### src/rtl/fp_pkg.sv
// Shared single-precision constants and FSM state type for the FP divider.
package fp_pkg;

    localparam int unsigned EXP_W = 8;
    localparam int unsigned MAN_W = 23;
    localparam int unsigned BIAS  = 127;
    localparam int unsigned ITERS = MAN_W + 3;
    localparam int unsigned CNT_W = $clog2(ITERS + 1);

    localparam logic [31:0] QNAN = 32'h7FC0_0000;
    localparam logic [31:0] INF  = 32'h7F80_0000;
    localparam logic [31:0] ZERO = 32'h0000_0000;

    typedef enum logic [1:0] {
        StIdle,
        StDivide,
        StNorm,
        StDone
    } state_e;

endpackage

### src/rtl/fp_div_mant_core.sv
// Restoring mantissa divider: Q = floor(MA * 2^25 / MB), one quotient bit per clock.
module fp_div_mant_core
    import fp_pkg::*;
(
    input  logic             clk,
    input  logic             rst,
    input  logic             i_start,
    input  logic [MAN_W:0]   i_ma,
    input  logic [MAN_W:0]   i_mb,
    output logic [ITERS-1:0] o_q,
    output logic             o_rem_nz,
    output logic             o_done
);

    logic [MAN_W+1:0] r_rem;
    logic [MAN_W:0]   r_div;
    logic [ITERS-1:0] r_q;
    logic [CNT_W-1:0] r_cnt;
    logic             r_busy;

    logic             w_ge;
    logic [MAN_W+1:0] w_sel;

    assign w_ge  = (r_rem >= {1'b0, r_div});
    assign w_sel = w_ge ? (r_rem - {1'b0, r_div}) : r_rem;

    always_ff @(posedge clk) begin
        if (rst) begin
            r_rem  <= '0;
            r_div  <= '0;
            r_q    <= '0;
            r_cnt  <= '0;
            r_busy <= 1'b0;
        end else if (i_start) begin
            r_rem  <= {1'b0, i_ma};
            r_div  <= i_mb;
            r_q    <= '0;
            r_cnt  <= CNT_W'(ITERS);
            r_busy <= 1'b1;
        end else if (r_busy) begin
            // Partial remainder stays below MB, so the left shift never loses a bit.
            r_q   <= {r_q[ITERS-2:0], w_ge};
            r_rem <= w_sel << 1;
            r_cnt <= r_cnt - 1'b1;
            if (r_cnt == CNT_W'(1)) begin
                r_busy <= 1'b0;
            end
        end
    end

    // High during the final iteration; o_q/o_rem_nz are final after that edge.
    assign o_done   = r_busy && (r_cnt == CNT_W'(1));
    assign o_q      = r_q;
    assign o_rem_nz = |r_rem;

endmodule

### src/rtl/fp_div_seq.sv
// Sequential IEEE-754 single-precision divider with valid/ready on both sides.
module fp_div_seq
    import fp_pkg::*;
(
    input  logic        clk,
    input  logic        rst,
    input  logic        in_valid,
    output logic        in_ready,
    input  logic [31:0] InA,
    input  logic [31:0] InB,
    output logic        out_valid,
    input  logic        out_ready,
    output logic [31:0] Out
);

    state_e r_state, w_state_next;

    logic             r_sign;
    logic [EXP_W-1:0] r_exp_a;
    logic [EXP_W-1:0] r_exp_b;
    logic [31:0]      r_out;

    logic [EXP_W-1:0] w_ea;
    logic [EXP_W-1:0] w_eb;
    logic             w_sign_in;
    logic             w_accept;
    logic             w_spec;
    logic [31:0]      w_spec_val;

    logic [ITERS-1:0] w_q;
    logic             w_rem_nz;
    logic             w_core_done;

    assign w_ea      = InA[30:23];
    assign w_eb      = InB[30:23];
    assign w_sign_in = InA[31] ^ InB[31];
    assign w_accept  = in_valid && in_ready;

    always_comb begin
        w_spec     = 1'b1;
        w_spec_val = ZERO;
        if ((w_ea == '1) || (w_eb == '1)) begin
            w_spec_val = ZERO;
        end else if (w_ea == '0) begin
            w_spec_val = {w_sign_in, ZERO[30:0]};
        end else if (w_eb == '0) begin
            w_spec_val = {w_sign_in, INF[30:0]};
        end else begin
            w_spec = 1'b0;
        end
    end

    fp_div_mant_core u_core (
        .clk      (clk),
        .rst      (rst),
        .i_start  (w_accept && !w_spec),
        .i_ma     ({1'b1, InA[MAN_W-1:0]}),
        .i_mb     ({1'b1, InB[MAN_W-1:0]}),
        .o_q      (w_q),
        .o_rem_nz (w_rem_nz),
        .o_done   (w_core_done)
    );

    logic signed [9:0] w_e_base;
    logic signed [9:0] w_e;
    logic signed [9:0] w_e_fin;
    logic [MAN_W-1:0]  w_man;
    logic [MAN_W-1:0]  w_man_fin;
    logic [MAN_W:0]    w_man_sum;
    logic              w_rnd;
    logic              w_stk;
    logic [31:0]       w_norm_val;

    assign w_e_base = $signed({2'b00, r_exp_a}) - $signed({2'b00, r_exp_b})
                    + $signed(10'(BIAS));

    always_comb begin
        w_man      = '0;
        w_rnd      = 1'b0;
        w_stk      = 1'b0;
        w_e        = w_e_base;
        w_man_sum  = '0;
        w_man_fin  = '0;
        w_e_fin    = '0;
        w_norm_val = ZERO;

        if (w_q[ITERS-1]) begin
            w_man = w_q[ITERS-2:2];
            w_rnd = w_q[1];
            w_stk = w_q[0] | w_rem_nz;
        end else begin
            w_man = w_q[ITERS-3:1];
            w_rnd = w_q[0];
            w_stk = w_rem_nz;
            w_e   = w_e_base - 10'sd1;
        end

        // Rounds up only when both guard and sticky are set.
        w_man_sum = {1'b0, w_man} + {{MAN_W{1'b0}}, w_rnd & w_stk};
        if (w_man_sum[MAN_W]) begin
            w_man_fin = '0;
            w_e_fin   = w_e + 10'sd1;
        end else begin
            w_man_fin = w_man_sum[MAN_W-1:0];
            w_e_fin   = w_e;
        end

        if (w_e_fin >= 10'sd255) begin
            w_norm_val = {r_sign, INF[30:0]};
        end else if (w_e_fin <= 10'sd0) begin
            w_norm_val = {r_sign, ZERO[30:0]};
        end else begin
            w_norm_val = {r_sign, w_e_fin[EXP_W-1:0], w_man_fin};
        end
    end

    always_comb begin
        w_state_next = r_state;
        unique case (r_state)
            StIdle: begin
                if (w_accept) begin
                    w_state_next = w_spec ? StDone : StDivide;
                end
            end
            StDivide: begin
                if (w_core_done) begin
                    w_state_next = StNorm;
                end
            end
            StNorm: begin
                w_state_next = StDone;
            end
            StDone: begin
                if (out_ready) begin
                    w_state_next = StIdle;
                end
            end
            default: begin
                w_state_next = StIdle;
            end
        endcase
    end

    always_ff @(posedge clk) begin
        if (rst) begin
            r_state <= StIdle;
        end else begin
            r_state <= w_state_next;
        end
    end

    always_ff @(posedge clk) begin
        if (rst) begin
            r_sign  <= 1'b0;
            r_exp_a <= '0;
            r_exp_b <= '0;
            r_out   <= ZERO;
        end else begin
            if (w_accept) begin
                r_sign  <= w_sign_in;
                r_exp_a <= w_ea;
                r_exp_b <= w_eb;
                if (w_spec) begin
                    r_out <= w_spec_val;
                end
            end
            if (r_state == StNorm) begin
                r_out <= w_norm_val;
            end
        end
    end

    assign in_ready  = (r_state == StIdle);
    assign out_valid = (r_state == StDone);
    assign Out       = r_out;

endmodule
### config.mk
export PLATFORM = sky130hd
export DESIGN_NAME = fp_div_seq
export DESIGN_NICKNAME = d
export VERILOG_FILES = /design/src/rtl/fp_pkg.sv /design/src/rtl/fp_div_mant_core.sv /design/src/rtl/fp_div_seq.sv
export SDC_FILE = /design/constraint.sdc
export NUM_CORES = 1
export LEC_CHECK = 0
export BUFFER_PORTS_ARGS = -buffer_cell sky130_fd_sc_hd__buf_2
export CAP_MARGIN = 30
export CELL_PAD_IN_SITES_DETAIL_PLACEMENT = 0
export CELL_PAD_IN_SITES_GLOBAL_PLACEMENT = 1
export CORE_MARGIN = 3
export CORE_UTILIZATION = 45
export CTS_BUF_LIST = sky130_fd_sc_hd__clkbuf_4 sky130_fd_sc_hd__clkbuf_8
export DETAILED_ROUTE_END_ITERATION = 10
export PLACE_DENSITY_LB_ADDON = 0.1
export SYNTH_ARGS = -nofsm -noshare
export SYNTH_HDL_FRONTEND = slang
export SYNTH_HIERARCHICAL = 1
export SYNTH_SLANG_ARGS = --single-unit
### constraint.sdc
create_clock -name clk -period 6.6 [get_ports clk]
set_input_delay 0.33 -clock clk [delete_from_list [all_inputs] [get_ports clk]]
set_output_delay 0.33 -clock clk [all_outputs]
set_load 0.02 [all_outputs]
* Yosys cells after proc, flatten, opt, wreduce, memory -nomap -nowiden *
Index checks and enable logic that the tools add are counted.

word-level totals
  register bits after elaboration = 132
  output and inout port bits = 34
  input port bits = 68
  logic and storage cells = 79

operators by class
  equal/unequal tests = 9
  order comparisons = 3
  add/sub/neg operators = 7
  reduce and logical (&&, ||, !) cells = 15
  bitwise logic cells = 3
  muxes and demuxes = 30

operator list
  cell                                                              number
  two-way mux 32 bit                                                6
  two-way mux 24 bit                                                3
  two-way mux 31 bit                                                2
  two-way mux 23 bit                                                2
  >= comparator 25 x 24 -> 1 bit                                    1
  OR reduction 25 bit                                               1
  adder 23 x 1 -> 24 bit                                            1
  subtractor 24 bit                                                 1
  two-way mux 10 bit                                                2
  == test 8 bit (second input constant)                             2
  zero test 8 bit                                                   2
  adder 10 x 2 -> 10 bit (second input constant)                    1
  adder 9 x 8 -> 10 bit (second input constant)                     1
  >= comparator 10 x 9 -> 1 bit (second input constant)             1
  less-or-equal comparator 10 x 1 -> 1 bit (second input constant)  1
  two-way mux 5 bit                                                 2
  subtractor 10 x 2 -> 10 bit (second input constant)               1
  subtractor 8 x 8 -> 9 bit                                         1
  two-way mux 1 bit                                                 8
  two-way mux 2 bit                                                 4
  case mux 2 bit (4 select lines)                                   1
  inequality test 2 x 1 -> 1 bit (second input constant)            3
  nonzero test 2 bit                                                3
  == test 5 x 1 -> 1 bit (second input constant)                    1
  other kinds (13)                                                  16

* Longest topological paths before layout *
  depth in word-level cells = 10
  gate-level depth with buffers = 21
  mapped depth without buffers = 18

* Cells and area by module *
The synthesis kept the hierarchy.

by module, submodules not included
  module            seq. area each (um^2)  area an instance (um^2)  cells each  instances
  fp_div_mant_core  1621.6                 4747.1                   561         1
  fp_div_seq        1021.0                 4214.0                   545         1

* Worst setup path after synthesis *
Ideal clock, no wire load.

  path kind = register to register
  start = register u_core.r_q[25], in the netlist u_core/o_q[25]
  end = register r_out[20], in the netlist Out[20]
  cell stages (with the launch flop) = 19
  required time = 6.477 ns
  period minus slack after synthesis = 4.581 ns
  setup time = 0.123 ns
  slack = 2.019 ns
  buffers on the path = 6
  arrival = 4.459 ns
  path through = dfxtp_1 > buf_4 > buf_6 > clkbuf_1 > clkbuf_1 > clkbuf_1 > mux2_2 > ha_1 > nand4_1 > nor4_4 > nand3b_2 > or4_1 > mux2i_1 > nor3_1 > or4bb_1 > a21oi_1 > a211o_4 > buf_6 > o31ai_4

between the ends
  word-level cells in the longest chain between the ends = 8
  elaborated cells on any way between the ends = 14
  those cells by class = add/sub (2); order compare (2); mux (9); bitwise (1)

ends and longest elaborated chain
  element                                   line                    text
  from (decl)                               fp_div_mant_core.sv:17  logic [ITERS-1:0] r_q;
  from (signal assigned)                    fp_div_mant_core.sv:42  r_q <= {r_q[ITERS-2:0], w_ge};
  two-way mux 1 bit                         fp_div_seq.sv:87        if (w_q[ITERS-1]) begin
  AND 1 bit                                 fp_div_seq.sv:99        w_man_sum = {1'b0, w_man} + {{MAN_W{1'b0}}, w_rnd & w_stk};
  adder 23 x 1 -> 24 bit                    fp_div_seq.sv:99
  two-way mux 10 bit                        fp_div_seq.sv:100       if (w_man_sum[MAN_W]) begin
  less-or-equal comparator 10 x 1 -> 1 bit  fp_div_seq.sv:110       end else if (w_e_fin <= 10'sd0) begin
  two-way mux 31 bit                        fp_div_seq.sv:110
  two-way mux 31 bit (*)                    fp_div_seq.sv:108       if (w_e_fin >= 10'sd255) begin
  two-way mux 32 bit (*)                    fp_div_seq.sv:167       if (r_state == StNorm) begin
  to (signal assigned)                      fp_div_seq.sv:164       r_out <= w_spec_val;
  to (signal assigned)                      fp_div_seq.sv:168       r_out <= w_norm_val;
  to (decl)                                 fp_div_seq.sv:21        logic [31:0] r_out;

Mark *: on every way between the ends. The rest lies on a longest branch, timed or not.
A chain may end at the register's enable or synchronous reset.

* Final worst setup path *
  start = register u_core.r_rem[3]
  end = register r_out[21], in the netlist Out[21]

between the ends
  word-level cells in the longest chain between the ends = 10
  elaborated cells on any way between the ends = 12
  those cells by class = add/sub (1); order compare (2); mux (6); bitwise (2); reduce/logical (1)

ends and longest elaborated chain
  element                                   line                    text
  from (decl)                               fp_div_mant_core.sv:15  logic [MAN_W+1:0] r_rem;
  from (signal assigned)                    fp_div_mant_core.sv:35  r_rem <= {1'b0, i_ma};
  from (signal assigned)                    fp_div_mant_core.sv:43  r_rem <= w_sel << 1;
  OR reduction 25 bit (*)                   fp_div_mant_core.sv:54  assign o_rem_nz = |r_rem;
  via w_rem_nz                              fp_div_seq.sv:31        logic w_rem_nz;
  OR 1 bit                                  fp_div_seq.sv:90        w_stk = w_q[0] | w_rem_nz;
  two-way mux 1 bit (*)                     fp_div_seq.sv:87
  AND 1 bit (*)                             fp_div_seq.sv:99
  adder 23 x 1 -> 24 bit (*)                fp_div_seq.sv:99
  two-way mux 10 bit                        fp_div_seq.sv:100
  less-or-equal comparator 10 x 1 -> 1 bit  fp_div_seq.sv:110
  two-way mux 31 bit                        fp_div_seq.sv:110
  two-way mux 31 bit (*)                    fp_div_seq.sv:108
  two-way mux 32 bit (*)                    fp_div_seq.sv:167

Mark *: on every way through the listed nets, which the timed path passes. The rest lies on a longest branch.

==> out/metrics.csv <==
stage,metric,value,unit
placed_design,pre_cts_slack,2.19,ns
setup_path,cp_slowest_cell,or4_1,
setup_path,worstPathRequired,6.94,ns
layout,diodes,0,
sta,fin_worst_skew,0.0152,ns
pwr,power.density,500,nW/um^2
logic_synthesis,synth_cell_type_count,96,
sta,fmax,0.228,GHz
global_route,overflow,0,
global_route,antenna_found_initial,0,
drt,ant_nets,0,
pwr,total_power,4.99,mW
layout,seq_area,2650,um^2
pwr,ir_drop,0.248,mV
sta,finalCriticalPeriod,4.38,ns
setup_path,path_buf_inv,0,
floorplan,rows,50,
setup_path,crit_chain,or4_1 > nor4_1 > nand4_1 > o211ai_1 > o21ai_0 > ha_1 > nand4_1 > nor4_4 > nand4_1 > nor2_1 > xor2_1 > nor3_1 > or4bb_1 > a21oi_1 > a211o_4 > o21ai_0,
clocking,clk_pin_slew,0.09,ns
setup_path,crit_start,u_core/r_rem[3],
sta,post-route-period-util,66.4,%
layout,nFillCells,1916,
setup_path,crit_arrival,4.72,ns
drt,dr_total_vias,7865,
logic_synthesis,synth_flop_cell,dfxtp_1,
logic_synthesis,synth-seq-area-share,29.5,%
clocking,clock-sinks,132,
setup_path,reg2regPathDepth,16,
sta,holdWs,0.103,ns
clocking,cts_resized,0,
drt,post_drt_wl_per_cell,15.4,um
layout,layout-drive-gt1-share,15.4,%
layout,stdcell_count,1450,
setup_path,r2r_end,Out[21],
sta,tightest_slew,0.856,ns
drt,first_pass_iters,5,
floorplan,dieArea,21600,um^2
clocking,numCtsBuffers,17,
setup_path,r2r_slack,2.22,ns
logic_synthesis,syn_area,8960,um^2
sta,setup_viol,0,
worst_hold_path,hold_path.class,in2reg,
setup_path,critPathLaunchType,register,
flow_run,cap_violations,0,
drt,first_iter_violations,428,
worst_hold_path,min_from,InB[8],
clocking,postCtsSetupBuffers,0,
setup_path,crit_path_frequent_cell,nand4_1,
floorplan,die_w,147,um
layout,synthToLayoutAreaGrowth,11.5,%
drt,post_drt_via_cell_ratio,5.42,
clocking,htreeDepth,4,
placed_design,port_buffers,101,
setup_path,critPathKind,reg2reg,
logic_synthesis,synth_edf_count,0,
floorplan,die_y,147,um
logic_synthesis,syn_avg_cell_area,8.10,um^2
worst_hold_path,holdPathEnd,u_core/r_div[8],
setup_path,cp_max_fo,23,
setup_path,reg2reg_from,u_core/r_rem[3],
logic_synthesis,synthCells,1106,
global_route,grt_max_degree,57,
clocking,cts_tree,built,
floorplan,core_area,19100,um^2
clocking,holdBufCountCts,0,
logic_synthesis,ys_warn_count,6,
sta,finalSetupTns,0,ns
sta,hold_viol_final,0,
setup_path,slowest_delay,0.55,ns
layout,finalNetCount,1290,
logic_synthesis,synth_seq_cells,132,
clocking,clk_latency,0.45,ns
floorplan,ios,102,
sta,final_max_slew_viol_count,0,
placed_design,placed_cells,1418,
clocking,clockBufferDepth,2,
pwr,p_leak,4.01,nW
global_route,grt_pass1_vias,7663,
worst_hold_path,whs_path_depth,3,
drt,drc,0,
layout,multiInputGateArea,5830,um^2
floorplan,start_util,46.8,%
clocking,cts_root_buf,clkbuf_8,
setup_path,cp-end-kind,register,
sta,rsz0062_at_grt,no,
setup_path,path_delay_family,simple AND/OR/NAND/NOR gates,
sta,slew_headroom,42.7,%
placed_design,gp_congestion,0.864,
global_route,grt_usage,20.6,%
global_route,grt_pass1_wl,37400,um
logic_synthesis,async_flop_share,0,%
placed_design,hpwl,16500,um
sta,setup_ws,2.22,ns
run_status,status,finished clean,
drt,wl,22400,um
[sequential cells by signal, indices dropped and copies added (netlist names)]
name and cells:
r_state 2, u_core/r_div 24, u_core/o_q 26, r_sign 1
u_core/r_rem 25, Out 32, r_exp_b 8, u_core/r_cnt 5
r_exp_a 8, u_core/r_busy 1
[metrics by stage]
| step | util (%) | instance area, um^2 |
|---|---|---|
| 2_1_floorplan | - | 8960 |
| 3_3_place_gp | 50.1 | 9580 |
| 3_5_place_dp | 50.1 | 9580 |
| 4_1_cts | 52.2 | 9990 |
| 5_1_grt | 52.2 | 9990 |
| 6_report | 52.2 | 9990 |
[logic make-up after synthesis]
kind of cell	synth area share [%]
adder cells (fa/ha/maj)	6.56
flip-flops	29.5
multiplexers	9.45
AND/OR/NAND/NOR	21.0
AO/OA/AOI/OAI	19.7
other	0.0418
XOR/XNOR	8.00
buffers and inverters	5.71
[synthesized netlist by cell type (18+ instances only)]
cell | instances | area share (%)
dfxtp_1 | 132 | 29
nand2_1 | 129 | 5.4
nor2_1 | 125 | 5.2
mux2i_1 | 79 | 8.8
a21oi_1 | 65 | 3.6
inv_1 | 59 | 2.5
o21ai_0 | 47 | 2.6
ha_1 | 43 | 6.0
clkbuf_1 | 39 | 1.6
xor2_1 | 39 | 3.8
xnor2_1 | 37 | 3.6
nand3_1 | 23 | 1.3
a211oi_1 | 18 | 1.5
nand4_1 | 18 | 1.3
[worst min-delay path, stage by stage]
cell	delay [ns]
buf_2	0.07
mux2i_1	0.05
nor2_1	0.07
[how the worst max path moves through the flow]
| stage | endpoint | slack (ns) | cells after the start |
|---|---|---|---|
| finish | Out[21] | 2.22 | 16 |
| global route | Out[11] | 1.96 | 16 |
| CTS | Out[14] | 2.18 | 16 |
| detailed placement | Out[14] | 2.19 | 16 |
| global placement | Out[14] | 2.34 | 16 |
| floorplan | Out[20] | 2.02 | 18 |
[cells in the final DEF, fill, tap and decap left out, types with 6 or more instances in the layout]
cell type,n
a211oi_1,18
a21o_1,6
a21oi_1,65
a22oi_1,9
and3_1,9
buf_2,101
buf_4,8
clkbuf_8,17
dfxtp_1,130
ha_1,43
inv_1,59
inv_6,6
mux2i_1,79
nand2_1,129
nand3_1,23
nand3b_1,6
nand4_1,18
nor2_1,124
nor2b_1,9
nor3_1,17
nor4_1,12
o211ai_1,8
o21ai_0,47
o21ai_1,9
o221ai_1,7
o22ai_1,15
o31ai_1,9
or4_1,7
xnor2_1,37
xor2_1,39
[layer usage]
metal | global-route usage (%) | vias up | share of wire (%)
met5 | 0 | - | 0
met1 | 28.0 | 3596 | 50
li1 | - | 4080 | -
met4 | 6.85 | 0 | 1.9
met2 | 33.5 | 158 | 45
met3 | 3.36 | 31 | 3.9
[final cells by class]
type | instances | area share [%]
Timing Repair Buffer | 109 | 5.66
Sequential cell | 132 | 26.5
Clock buffer | 18 | 2.42
Clock inverter | 14 | 1.67
Multi-Input combinational cell | 858 | 58.3
Inverter | 59 | 2.22
Tap cell | 260 | 3.26
[power by group]
part | leakage, nW | internal, mW | switching [mW] | total [mW]
registers | 1.08 | 0.944 | 0.115 | 1.06
clock network | 0.199 | 0.352 | 0.370 | 0.722
logic | 2.73 | 1.26 | 1.95 | 3.21
total | 4.01 | 2.56 | 2.43 | 4.99
Note: power is estimated with default switching activity, not from simulation.
